File: src/rtl/xosera_pkg.sv
// Shared types for the colormem write path.
// Grant encoding and fill FSM states.
package xosera_pkg;

  typedef logic [15:0] word_t;

  typedef enum logic [1:0] {
    GRANT_NONE,
    GRANT_COP,
    GRANT_FILL,
    GRANT_HOST
  } colormem_grant_t;

  typedef enum logic {
    ST_IDLE,
    ST_FILL
  } fill_state_t;

endpackage

File: src/rtl/colormem_fill.sv
// Range-fill sequencer for the colormem write port.
// Requests one write per cycle from base until count runs out.
import xosera_pkg::*;

module colormem_fill #(
  parameter int AWIDTH = 8
) (
  input  logic              clk,
  input  logic              reset_n_i,
  input  logic              start_i,
  input  logic [AWIDTH-1:0] base_i,
  input  logic [AWIDTH:0]   count_i,
  input  word_t             data_i,
  input  logic              grant_i,
  output logic              req_o,
  output logic [AWIDTH-1:0] addr_o,
  output word_t             data_o,
  output logic              busy_o
);

  fill_state_t       state_q, state_d;
  logic [AWIDTH-1:0] addr_q, addr_d;
  logic [AWIDTH:0]   cnt_q, cnt_d;
  word_t             data_q, data_d;

  // state and datapath registers
  always_ff @(posedge clk or negedge reset_n_i) begin
    if (!reset_n_i) begin
      state_q <= ST_IDLE;
      addr_q  <= '0;
      cnt_q   <= '0;
      data_q  <= '0;
    end else begin
      state_q <= state_d;
      addr_q  <= addr_d;
      cnt_q   <= cnt_d;
      data_q  <= data_d;
    end
  end

  // next state: start only from idle, leave on the last grant
  always_comb begin
    state_d = state_q;
    unique case (state_q)
      ST_IDLE: begin
        if (start_i && (count_i != '0)) begin
          state_d = ST_FILL;
        end
      end
      ST_FILL: begin
        if (grant_i && (cnt_q == 1)) begin
          state_d = ST_IDLE;
        end
      end
      default: state_d = ST_IDLE;
    endcase
  end

  // latch the range at start, advance address/count per grant
  always_comb begin
    addr_d = addr_q;
    cnt_d  = cnt_q;
    data_d = data_q;
    if (state_q == ST_IDLE) begin
      if (start_i) begin
        addr_d = base_i;
        cnt_d  = count_i;
        data_d = data_i;
      end
    end else if (grant_i) begin
      addr_d = addr_q + 1'b1;
      cnt_d  = cnt_q - 1'b1;
    end
  end

  // outputs decode directly from the state register
  always_comb begin
    req_o  = (state_q == ST_FILL);
    busy_o = (state_q == ST_FILL);
    addr_o = addr_q;
    data_o = data_q;
  end

endmodule

File: src/rtl/colormem_wr_arb.sv
// Colormem write-port arbiter: copper > fill > host with host starvation guard.
// Fill sequencer built only when COLORMEM_FILL_EN is defined.
import xosera_pkg::*;

module colormem_wr_arb #(
  parameter int AWIDTH        = 8,
  parameter int HOST_WAIT_MAX = 4
) (
  input  logic              clk,
  input  logic              reset_n_i,
  input  logic              cop_req_i,
  input  logic [AWIDTH-1:0] cop_addr_i,
  input  word_t             cop_data_i,
  output logic              cop_ack_o,
  input  logic              host_req_i,
  input  logic [AWIDTH-1:0] host_addr_i,
  input  word_t             host_data_i,
  output logic              host_ack_o,
  input  logic              fill_start_i,
  input  logic [AWIDTH-1:0] fill_base_i,
  input  logic [AWIDTH:0]   fill_count_i,
  input  word_t             fill_data_i,
  output logic              fill_busy_o,
  output logic              wr_en_o,
  output logic [AWIDTH-1:0] wr_address_o,
  output word_t             wr_data_o
);

  localparam int WW =
    (HOST_WAIT_MAX > 0) ? $clog2(HOST_WAIT_MAX + 1) : 1;
  localparam logic [WW-1:0] WAIT_MAX = WW'(HOST_WAIT_MAX);

  colormem_grant_t   grant;
  logic              host_force;
  logic [WW-1:0]     wait_q, wait_d;
  logic              wr_en_q, wr_en_d;
  logic [AWIDTH-1:0] wr_addr_q, wr_addr_d;
  word_t             wr_data_q, wr_data_d;

  logic              fill_req;
  logic [AWIDTH-1:0] fill_addr;
  word_t             fill_data;

`ifdef COLORMEM_FILL_EN
  colormem_fill #(
    .AWIDTH (AWIDTH)
  ) u_fill (
    .clk       (clk),
    .reset_n_i (reset_n_i),
    .start_i   (fill_start_i),
    .base_i    (fill_base_i),
    .count_i   (fill_count_i),
    .data_i    (fill_data_i),
    .grant_i   (grant == GRANT_FILL),
    .req_o     (fill_req),
    .addr_o    (fill_addr),
    .data_o    (fill_data),
    .busy_o    (fill_busy_o)
  );
`else
  logic unused_fill;
  assign unused_fill = ^{fill_start_i, fill_base_i,
                         fill_count_i, fill_data_i};
  assign fill_req    = 1'b0;
  assign fill_addr   = '0;
  assign fill_data   = '0;
  assign fill_busy_o = 1'b0;
`endif

  assign host_force = host_req_i && (wait_q == WAIT_MAX);

  // single grant per cycle; a starved host jumps the queue
  always_comb begin
    grant = GRANT_NONE;
    if (host_force) begin
      grant = GRANT_HOST;
    end else if (cop_req_i) begin
      grant = GRANT_COP;
    end else if (fill_req) begin
      grant = GRANT_FILL;
    end else if (host_req_i) begin
      grant = GRANT_HOST;
    end
  end

  assign cop_ack_o  = (grant == GRANT_COP);
  assign host_ack_o = (grant == GRANT_HOST);

  // count denied host cycles, saturating at the limit
  always_comb begin
    wait_d = wait_q;
    if (!host_req_i || (grant == GRANT_HOST)) begin
      wait_d = '0;
    end else if (wait_q != WAIT_MAX) begin
      wait_d = wait_q + 1'b1;
    end
  end

  // select the granted write; address/data hold when idle
  always_comb begin
    wr_en_d   = 1'b1;
    wr_addr_d = wr_addr_q;
    wr_data_d = wr_data_q;
    unique case (grant)
      GRANT_COP: begin
        wr_addr_d = cop_addr_i;
        wr_data_d = cop_data_i;
      end
      GRANT_FILL: begin
        wr_addr_d = fill_addr;
        wr_data_d = fill_data;
      end
      GRANT_HOST: begin
        wr_addr_d = host_addr_i;
        wr_data_d = host_data_i;
      end
      default: wr_en_d = 1'b0;
    endcase
  end

  // registered write port and starvation counter
  always_ff @(posedge clk or negedge reset_n_i) begin
    if (!reset_n_i) begin
      wait_q    <= '0;
      wr_en_q   <= 1'b0;
      wr_addr_q <= '0;
      wr_data_q <= '0;
    end else begin
      wait_q    <= wait_d;
      wr_en_q   <= wr_en_d;
      wr_addr_q <= wr_addr_d;
      wr_data_q <= wr_data_d;
    end
  end

  assign wr_en_o      = wr_en_q;
  assign wr_address_o = wr_addr_q;
  assign wr_data_o    = wr_data_q;

endmodule

File: config.mk
export PLATFORM = sky130hd
export DESIGN_NAME = colormem_wr_arb
export DESIGN_NICKNAME = d
export VERILOG_FILES = /design/src/rtl/xosera_pkg.sv /design/src/rtl/colormem_fill.sv /design/src/rtl/colormem_wr_arb.sv
export SDC_FILE = /design/constraint.sdc
export NUM_CORES = 1
export LEC_CHECK = 0
export CORE_MARGIN = 4
export CORE_UTILIZATION = 25
export CTS_CLUSTER_DIAMETER = 150
export DETAILED_ROUTE_END_ITERATION = 8
export PLACE_DENSITY = 0.71
export SYNTH_ARGS = -nofsm -noshare
export SYNTH_HDL_FRONTEND = slang
export SYNTH_SLANG_ARGS = --single-unit
File: constraint.sdc
create_clock -name clk -period 2.22 [get_ports clk]
set_input_delay 0.222 -clock clk [delete_from_list [all_inputs] [get_ports clk]]
set_output_delay 0.222 -clock clk [all_outputs]
set_load 0.05 [all_outputs]
==> Yosys cells after proc, flatten, opt, wreduce, memory -nomap -nowiden <==
Index checks and enable logic that the tools add are counted.
{ "word_totals": {"regBits": 28, "in_bits": 86, "output_inout_bits": 28} }
{ "op_classes": {"n_addsub": 1, "eq_ne": 5, "n_mux": 8, "n_reduce_logical": 6} }
{ "op_table": {"columns": ["op", "count"], "rows": [
  ["16-bit one-hot mux with 3 select lines", 1],
  ["8-bit one-hot mux with 3 select lines", 1],
  ["2-bit two-way mux", 3],
  ["3-bit two-way mux", 2],
  ["2-bit == test (second input constant)", 2],
  ["3-bit by 1-bit adder with 3-bit output (second input constant)", 1],
  ["3-bit == test (second input constant)", 1],
  ["3-bit inequality test (second input constant)", 1],
  ["3-bit nonzero test", 1],
  ["3-bit OR reduction", 1],
  ["2-bit by 1-bit == test with 1-bit output (second input constant)", 1],
  ["2-bit nonzero test", 1],
  ["1-bit logical AND", 1],
  ["1-bit logical NOT", 1],
  ["1-bit logical OR", 1],
  ["1-bit two-way mux", 1]
]} }

==> Depth between registers and ports, before layout <==
Gate-level depths: netlist (run 1).
{ "logic_depth": {"ltp_word": 6, "mapped_depth": 6, "mapped_depth_nobuf": 5} }

==> Worst setup path before layout (run 1) <==
OpenSTA, ideal clock, no wires.
{ "synth_path": {"path_kind": "flip-flop to flip-flop", "from": "register wait_q[0]", "to": "register wr_addr_q[0], in the netlist wr_address_o[0]", "setup_time_ns": 0.126, "arrival_ns": 1.353, "t_required_ns": 2.094, "slack_ns": 0.741, "stages_incl_launch_ff": 7, "n_path_buf": 1, "period_less_slack_ns": 1.479, "cell_sequence": "dfrtp_1 inv_1 ha_1 nand2_1 a21boi_4 buf_6 a221o_1"} }
{ "synth_via": {"elab_chain_len": 5, "word_cells_on_any_way": 8, "cone_classes": "eq/ne (4); mux (2); reduce/logical (2)"} }
{ "synth_lines": {"columns": ["item", "line", "text"], "rows": [
  ["start, declared", "colormem_wr_arb.sv:35", "logic [WW-1:0] wait_q, wait_d;"],
  ["start signal, assigned", "colormem_wr_arb.sv:129", "wait_q <= wait_d;"],
  ["3-bit == test (*)", "colormem_wr_arb.sv:70", "assign host_force = host_req_i && (wait_q == WAIT_MAX);"],
  ["1-bit logical AND (*)", "colormem_wr_arb.sv:70", null],
  ["2-bit two-way mux (*)", "colormem_wr_arb.sv:75", "if (host_force) begin"],
  ["2-bit == test (*)", null, null],
  ["named net host_ack_o", "colormem_wr_arb.sv:18", "output logic host_ack_o,"],
  ["8-bit one-hot mux with 3 select lines / 3-bit nonzero test (equally long branches)", null, null],
  ["end signal, assigned", "colormem_wr_arb.sv:131", "wr_addr_q <= wr_addr_d;"],
  ["end, declared", "colormem_wr_arb.sv:37", "logic [AWIDTH-1:0] wr_addr_q, wr_addr_d;"]
]} }
The timed path passes the listed nets; every way through them passes the cells marked *.
A chain may end at the register's enable or synchronous reset.

==> Final worst setup path (run 1) <==
{ "layout_path": {"from": "register wait_q[0]", "to": "output port host_ack_o"} }
{ "layout_via": {"elab_chain_len": 4} }
{ "layout_lines": {"columns": ["item", "line", "text"], "rows": [
  ["3-bit == test", "colormem_wr_arb.sv:70", null],
  ["1-bit logical AND", "colormem_wr_arb.sv:70", null],
  ["2-bit two-way mux", "colormem_wr_arb.sv:75", null],
  ["2-bit == test", "colormem_wr_arb.sv:87", "assign host_ack_o = (grant == GRANT_HOST);"],
  ["end, declared", "colormem_wr_arb.sv:18", null]
]} }
No other way between the ends.

==> flow_summary.ini, run 1 <==
[clocking]
numCtsBuffers = 3
cts_tree = yes
cts.sinks = 28
cts_resized = 0
h-tree-depth = 1
cts_hold_buf = 0
path_clk_slew_ns = 0.10
clockBufferDepth = 2
clk_latency_ns = 0.27
root_buffer = clkbuf_8
cts_setup_buffers = 0

[power]
power.share.combinational_pct = 32.5
peakVddDrop_mv = 0.282
seqPwrFrac_pct = 39.9
power_density_nw_per_um2 = 650
intPower_mw = 1.00
p_leak_nw = 0.904
clkPwrFrac_pct = 27.7
p_total_mw = 1.44
netSwitchingFraction_pct = 30.3
p_sw_mw = 0.437

[critical_path]
worstSetupEndpointType = output pin
r2r-end = wr_data_o[12]
critPathTopFamily = buffers and inverters
critPathKind = reg -> out
crit_path_max_incr_delay_ns = 0.41
rr_startpoint = wait_q[0]
critPathRequiredTime_ns = 2.00
r2r_cells = 6
r2r_slack_ns = 0.57
crit_fanout = 25
start_kind = flop
crit_arrival_ns = 1.76
crit_path_cell_trace = inv_1, ha_1, nand2_1, a21boi_4, buf_4, buf_12
slowest_stage = dfrtp_1
crit_buf_inv = 3

[synthesis]
async_reset_ff_share_pct = 100
synth_area_leaders = dfrtp_1, a221o_1, and2_0
synth_edf_count = 0
synth_cell_types = 18
synth.largest_area_cell = dfrtp_1
synth-seq-area-share_pct = 54.3
synth_fp_nets = 188
syn-instance-count = 100
syn_area_per_cell_um2 = 12.9
ys_seq_elements = 28
yosysWarnings = 0
yosys_most_used_dff = dfrtp_1
syn_area_um2 = 1290
netlist.area_leader.share_pct = 54.3

[timing]
finalHoldViolCount = 0
maxSlewViolCount = 0
worst_pin_slew_ns = 0.535
setup_viol = 0
post-route-period-util_pct = 89.4
layout_min_cycle_time_ns = 1.99
rsz0062_at_grt = false
fmax_mhz = 504
holdWs_ns = 0.312
slew_headroom_pct = 64.2
tns_ns = 0
skew_ns = 0.00447

[finish]
num-nets-final = 269
synthToLayoutAreaGrowth_pct = 71.8
drive_above_1_share_pct = 8.33
final_cell_mix = clkdlybuf4s50_1, dfrtp_1, a221o_1
final_common_cell = clkdlybuf4s50_1
final_util_pct = 45.7
diodes = 0
stdcell_count = 247

[floorplan]
num_io_pins = 114
start_util_pct = 26.6
die-area_um2 = 6370
die_w_um = 79.8
die_y_um = 79.8
rows = 25
placeableCoreArea_um2 = 4850

[routing]
drt_pre_antenna_iters = 4
post_drt_wl_per_cell_um = 15.6
dr_total_vias = 1108
drt-vias-per-instance = 4.49
route.detailed.drc = 0
ant_nets = 0
drtIter0Drc = 21
routed_wl_mm = 3.86

[global_routing]
grt_pass1_wl_mm = 6.00
grt-ovfl-total = 0
antenna_found_initial = 0
grt_start_max_net_pins = 29
grt_usage_pct = 12.3
grt_pass1_vias = 1131

[placement]
dpl.cell_count = 243
io_buffers = 78
detailed_place_hpwl_mm = 2.97
finalWeightedCongestion = 0.810

[status]
status = finished clean

[worst_hold_path]
hold_class = in -> async

[run]
maxCapViolCount = 0
==> cell type report <==
class                   instances  area, um^2
fillers                       455        2630
repair buffers                 83         838
flip-flops and latches         28         701
multi-input cells              61         507
well taps                      67        83.8
clock buffers                   3        41.3
clock inverters                 1        30.0
inverters                       4        15.0
==> per-layer routing <==
metal / global-route usage (%) / share of wire [%]
met5: 0 / 0
met4: 5.41 / 1.8
met3: 2.03 / 5.4
met2: 21.1 / 50
met1: 15.1 / 42
==> metrics by stage <==
stage          instance area (um^2)  setup slack, ns
2_1_floorplan                  1290            0.741
3_3_place_gp                   2140            0.457
3_5_place_dp                   2140            0.427
4_1_cts                        2220            0.183
5_1_grt                        2220            0.111
6_report                       2220            0.234
==> sequential cells by signal, summed over array words and instances (netlist names) <==
register and flops:
wr_en_o 1, wr_address_o 8, wr_data_o 16, wait_q 3
==> synthesized netlist by cell type, types with 2 or more instances <==
cell / number
buf_4: 3
dfrtp_1: 28
inv_1: 3
nand2_1: 2
a221o_1: 24
buf_6: 4
ha_1: 2
and2_1: 10
nor2_1: 2
and2_0: 14
==> power by group through the flow <==
stage,logic (mW),registers [mW],clock network (mW)
final,0.467,0.574,0.399
after global routing,0.490,0.580,0.432
after CTS,0.473,0.574,0.414
after floorplan,0.0962,0.738,0
after global placement,0.468,0.583,0
after detailed placement,0.472,0.584,0
==> logic make-up (layout without fill, tap and decap cells) <==
logic type / Yosys count / after routing / share of synthesized area [%]
compound gates: 26 / 26 / 21.7
fa+ha+maj: 2 / 2 / 1.94
buf+inv: 11 / 91 / 6.40
flops: 28 / 28 / 54.3
mux: 1 / 1 / 0.776
other cells: 1 / 1 / 0.291
simple gates: 31 / 31 / 14.5
==> worst max path at each step <==
stage                     from              end  slack, ns  depth (start not counted)
floorplan            wait_q[0]  wr_address_o[0]       0.74                          6
global placement    host_req_i       host_ack_o       0.46                          4
detailed placement  host_req_i       host_ack_o       0.43                          4
CTS                  wait_q[0]       host_ack_o       0.18                          6
global route         wait_q[0]       host_ack_o       0.11                          6
finish               wait_q[0]       host_ack_o       0.23                          6
Note: power is estimated with default switching activity, not from simulation.
==> run 2, diff against run 1 <==
--- a/config.mk
+++ b/config.mk
@@ -8,8 +8,9 @@
 export CORE_MARGIN = 4
 export CORE_UTILIZATION = 25
 export CTS_CLUSTER_DIAMETER = 150
+export CTS_CLUSTER_SIZE = 16
 export DETAILED_ROUTE_END_ITERATION = 8
-export PLACE_DENSITY = 0.71
+export PLACE_DENSITY = 0.73
 export SYNTH_ARGS = -nofsm -noshare
 export SYNTH_HDL_FRONTEND = slang
 export SYNTH_SLANG_ARGS = --single-unit
==> constraint.sdc (replaced) <==
create_clock -name clk -period 1.6 [get_ports clk]
set_input_delay 0.16 -clock clk [delete_from_list [all_inputs] [get_ports clk]]
set_output_delay 0.16 -clock clk [all_outputs]
set_load 0.05 [all_outputs]
==> run 2 against run 1 <==
  * The flow now finishes with violations (negative setup slack)
  * Register-to-register slack lost 0.51 ns
  * Combinational power grew 46%
  * Wire length grew 8.7%
  * Clock skew shrank 0.0012 ns
  * First-iteration DRC count grew 62%
  * Sequential power grew 39%
  * Power grew 42%
  * Sequential share of layout area shrank 1.6 points
==> flow_summary.ini, run 2 (synthesis results as in run 1) <==
[power]
p_leak_nw = 1.02
clkPwrFrac_pct = 27.4
peakVddDrop_mv = 0.347
netSwitchingFraction_pct = 30.7
p_total_mw = 2.04
intPower_mw = 1.41
power.share.combinational_pct = 33.4
p_sw_mw = 0.627
power_density_nw_per_um2 = 874
seqPwrFrac_pct = 39.2

[routing]
ant_nets = 0
route.detailed.drc = 0
drt_pre_antenna_iters = 4
drtIter0Drc = 34
dr_total_vias = 1171
drt-vias-per-instance = 4.56
post_drt_wl_per_cell_um = 16.3
routed_wl_mm = 4.20

[status]
violations = negative setup slack
status = complete, but fails checks

[timing]
layout_min_cycle_time_ns = 1.60
holdWs_ns = 0.254
post-route-period-util_pct = 100
maxSlewViolCount = 0
setup_viol = 1
tns_ns = -0.00184
skew_ns = 0.00327
worst_slack_ns = -0.00184
rsz0062_at_grt = true
fmax_mhz = 624
finalHoldViolCount = 0

[global_routing]
grtUsageMet1_pct = 15.9
antenna_found_initial = 0
grt-ovfl-total = 0
busiest_layer = met2
grt_usage_pct = 13.1
grt_use_met2_pct = 23.5
met3_usage_pct = 1.69
grt_start_max_net_pins = 29
grt_pass1_wl_mm = 6.30
grt_pass1_vias = 1245

[worst_hold_path]
hold_class = in -> async

[finish]
diodes = 0
largest_register_ffs = 16
final_cell_mix = clkdlybuf4s50_1, buf_4, dfrtp_1
synthToLayoutAreaGrowth_pct = 81.0
num-nets-final = 279
final_common_cell = clkdlybuf4s50_1
drive_above_1_share_pct = 28.4
fillCellCount = 457

[clocking]
cts.sinks = 28
clockBufferDepth = 2
numCtsBuffers = 3
clk_latency_ns = 0.27
root_buffer = clkbuf_8
path_clk_slew_ns = 0.10
h-tree-depth = 1
cts_tree = yes

[critical_path]
crit_top_cell = buf_12
crit_fanout = 2
crit_arrival_ns = 1.44
critPathTopFamily = buffers and inverters
slowest_stage = dfrtp_1
crit_path_cell_trace = inv_2, ha_4, buf_6, a31oi_4, buf_12, buf_12
r2r_cells = 7
crit_buf_inv = 4
r2r_slack_ns = 0.06
crit_path_max_incr_delay_ns = 0.39
critPathKind = reg -> out
worstSetupEndpointType = output pin
r2r-end = wr_address_o[6]
rr_startpoint = wait_q[1]
critPathRequiredTime_ns = 1.44
start_kind = flop

[floorplan]
die_w_um = 79.8
die-area_um2 = 6370
die_y_um = 79.8
placeableCoreArea_um2 = 4850
num_io_pins = 114
rows = 25
start_util_pct = 26.6

[placement]
finalWeightedCongestion = 0.736
detailed_place_hpwl_mm = 2.92
io_buffers = 78

[run]
maxCapViolCount = 0
## run 2: cell count changes in the layout (fill, tap and decap cells not counted), moves of 2 or more
cell             delta
buf_12              +4
buf_4              +27
buf_6               +3
clkdlybuf4s50_1    -25
inv_1               -2
inv_2               +2
## run 2: worst reg2reg max path, stage by stage (launching register included)
cell and delay, ns:
dfrtp_1 0.41, inv_2 0.07, ha_4 0.14, buf_6 0.10
a31oi_4 0.09, buf_12 0.15, buf_6 0.14, a221o_1 0.31
## run 2: area by class of cell
cell class                      instances  area, um^2  area share (%)
Inverter                                4        15.0           0.643
Clock buffer                            3        41.3            1.77
Clock inverter                          1        30.0            1.29
Tap cell                               67        83.8            3.59
Timing Repair Buffer                   93         937            40.1
Multi-Input combinational cell         61         527            22.6
Sequential cell                        28         701            30.0
## run 2: worst max path at each step
stage / from / endpoint / depth (start not counted) / slack [ns]
finish: wait_q[1] / cop_ack_o / 6 / -0.002
global route: wait_q[1] / cop_ack_o / 6 / -0.08
CTS: wait_q[1] / host_ack_o / 6 / -0.04
detailed placement: cop_req_i / wr_address_o[6] / 5 / -0.01
global placement: cop_req_i / wr_data_o[6] / 5 / 0.01
floorplan: wait_q[0] / wr_address_o[0] / 6 / 0.12
## run 2: routing by layer
metal,part of all wire (%),wire length (um),up-vias
met3,6.5,272,2
met5,0,0,-
met1,40,1670,576
met2,53,2220,46
met4,0.86,36,0
li1,-,-,547
## run 2: timing repair
action                                  CTS  global route
setup buffers                             6             2
cloned                                    1             0
resized for setup                         4             5
hold buffers                              0             0
pin swaps                                 3             3
endpoints found under the setup margin    2            26
## run 2: power groups by stage
| stage | Clock (mW) | Combinational (mW) | Sequential [mW] |
|---|---|---|---|
| final | 0.559 | 0.681 | 0.800 |
| after global routing | 0.613 | 0.713 | 0.808 |
| after CTS | 0.579 | 0.680 | 0.800 |
| after detailed placement | 0 | 0.650 | 0.813 |
| after global placement | 0 | 0.645 | 0.810 |
| after floorplan | 0 | 0.133 | 1.02 |
## run 2: through the flow
step,setup WS [ns],cell area [um^2],cells,utilization (%)
after global placement,0.0116,2140,244,44.1
after global routing,-0.0850,2330,257,48.2
final,-0.00184,2330,257,48.2
after detailed placement,-0.0102,2140,244,44.1
after CTS,-0.0415,2300,255,47.5
after floorplan,0.121,1290,100,-
==> run 3, diff against run 2 <==
--- a/config.mk
+++ b/config.mk
@@ -6,11 +6,12 @@
 export NUM_CORES = 1
 export LEC_CHECK = 0
 export CORE_MARGIN = 4
-export CORE_UTILIZATION = 25
+export CORE_UTILIZATION = 28
 export CTS_CLUSTER_DIAMETER = 150
 export CTS_CLUSTER_SIZE = 16
 export DETAILED_ROUTE_END_ITERATION = 8
-export PLACE_DENSITY = 0.73
+export PLACE_DENSITY = 0.8
+export SETUP_SLACK_MARGIN = 0.2
 export SYNTH_ARGS = -nofsm -noshare
 export SYNTH_HDL_FRONTEND = slang
 export SYNTH_SLANG_ARGS = --single-unit
==> run 3 against run 2 <==
  * The flow now finishes without violations
  * Power is 0.67% higher
  * Combinational power is 0.9% higher
  * Sequential cell count stayed put
  * Hold slack hardly changed
  * Final cell count is 5.8% lower
  * Clock power is 2% higher
  * Non-clock buffer count stayed put
  * Setup slack better by 0.034 ns
  * First-iteration DRC count is 110% higher
  * Register-to-register slack worse by 0.02 ns
  * Global-route usage is 1.9 points higher
  * Core utilization is 4.7 points higher
  * Largest power group unchanged
==> flow_summary.ini, run 3 (synthesis results as in run 1) <==
[floorplan]
die_w_um = 75.9
num_io_pins = 114
placeableCoreArea_um2 = 4410
rows = 24
die_y_um = 75.9
die-area_um2 = 5760
start_util_pct = 29.2

[timing]
rsz0062_at_grt = true
worst_slack_ns = 0.0325
maxSlewViolCount = 0
setup_viol = 0
skew_ns = 0.00296
layout_min_cycle_time_ns = 1.57
post-route-period-util_pct = 98.0
fmax_mhz = 638
finalHoldViolCount = 0

[critical_path]
crit_top_cell = buf_12
crit_fanout = 3
crit_arrival_ns = 1.41
worstSetupEndpointType = output pin
crit_path_cell_trace = inv_2, ha_4, nand2_4, a21boi_4, buf_12, buf_12
rr_startpoint = wait_q[0]
slowest_stage = dfrtp_1
start_kind = flop
crit_buf_inv = 3
critPathRequiredTime_ns = 1.44
r2r_slack_ns = 0.04
crit_path_max_incr_delay_ns = 0.40
critPathKind = reg -> out
r2r_cells = 8
critPathTopFamily = flip-flops
r2r-end = wr_data_o[7]

[finish]
seq_area_um2 = 701
final_cell_mix = clkdlybuf4s50_1, buf_4, dfrtp_1
fillCellCount = 378
largest_register_ffs = 16
multiInputGateArea_um2 = 527
diodes = 0
drive_above_1_share_pct = 28.4
final_common_cell = clkdlybuf4s50_1
num-nets-final = 279
final_area_um2 = 2330
stdcell_count = 242
synthToLayoutAreaGrowth_pct = 81.0

[placement]
detailed_place_hpwl_mm = 2.85
dpl.cell_count = 228
place_ws_ns = -0.0193
finalWeightedCongestion = 0.715
io_buffers = 78
dpl_cell_area_um2 = 2120

[global_routing]
grt_usage_pct = 14.9
antenna_found_initial = 0
grt_pass1_wl_mm = 6.24
grt_pass1_vias = 1267
grt_start_max_net_pins = 29
grt-ovfl-total = 0

[routing]
drt_pre_antenna_iters = 4
drtIter0Drc = 70
drt-vias-per-instance = 4.81
post_drt_wl_per_cell_um = 17.0
ant_nets = 0
route.detailed.drc = 0
dr_total_vias = 1165
routed_wl_mm = 4.13

[power]
p_leak_nw = 1.02
power_density_nw_per_um2 = 880
peakVddDrop_mv = 0.382

[clocking]
root_buffer = clkbuf_8
path_clk_slew_ns = 0.10
clockBufferDepth = 2
clk_latency_ns = 0.28
h-tree-depth = 1
cts.sinks = 28
cts_hold_buf = 0
cts_tree = yes
numCtsBuffers = 3

[status]
status = finished clean

[worst_hold_path]
hold_class = in -> async

[run]
maxCapViolCount = 0
run 3: worst max-delay path by stage:
stage,to,from,slack (ns),cells past startpoint
floorplan,wr_address_o[0],wait_q[0],0.20,5
global placement,wr_data_o[13],cop_req_i,0.009,5
detailed placement,wr_address_o[5],cop_req_i,-0.02,5
CTS,host_ack_o,wait_q[1],0.02,6
global route,host_ack_o,wait_q[1],-0.04,6
finish,host_ack_o,wait_q[1],0.03,6
run 3: metal layers:
metal | routed length, um | part of all wire [%] | vias to the layer above | track usage, %
li1 | - | - | 556 | -
met1 | 1580 | 38 | 564 | 16.5
met2 | 2250 | 54 | 41 | 28.3
met3 | 239 | 5.8 | 4 | 1.98
met4 | 55 | 1.3 | 0 | 6.21
met5 | 0 | 0 | - | 0
run 3: area by class of cell:
cell class | count | area share, %
repair buffers | 93 | 40.9
flip-flops and latches | 28 | 30.0
multi-input cells | 61 | 22.6
well taps | 52 | 2.79
clock buffers | 3 | 1.77
clock inverters | 1 | 1.29
inverters | 4 | 0.643
run 3: power by group:
| part | total (mW) | leakage (nW) | internal, mW | switching [mW] |
|---|---|---|---|---|
| combinational | 0.687 | 0.645 | 0.312 | 0.374 |
| sequential | 0.798 | 0.342 | 0.769 | 0.0294 |
| clock | 0.569 | 0.0357 | 0.335 | 0.234 |
| total | 2.05 | 1.02 | 1.42 | 0.638 |
run 3: worst reg2reg max path: cells and delay by family (launching register included):
family | cells | cell delay, ns
DFF | 1 | 0.38
adders and majority gates | 1 | 0.17
buffers and inverters | 4 | 0.45
and+or+nand+nor | 1 | 0.08
AOI/OAI and AO/OA | 2 | 0.37
run 3: timing repair:
action | 4_1_cts | 5_1_grt
setup buffers | 7 | 1
hold endpoints to repair | 0 | 0
endpoints found under the setup margin | 26 | 26
pin swaps | 14 | 8
gates resized for setup | 8 | 2
cloned | 2 | 0
run 3: metrics by stage:
step	hold WS, ns	power [mW]	util, %	TNS, ns
2_1_floorplan	-0.136	1.16	-	0
3_3_place_gp	0.456	1.45	48.0	0
3_5_place_dp	0.467	1.46	48.0	-0.0214
4_1_cts	0.258	2.08	52.6	0
5_1_grt	0.275	2.14	52.9	-0.148
6_report	0.253	2.05	52.9	0
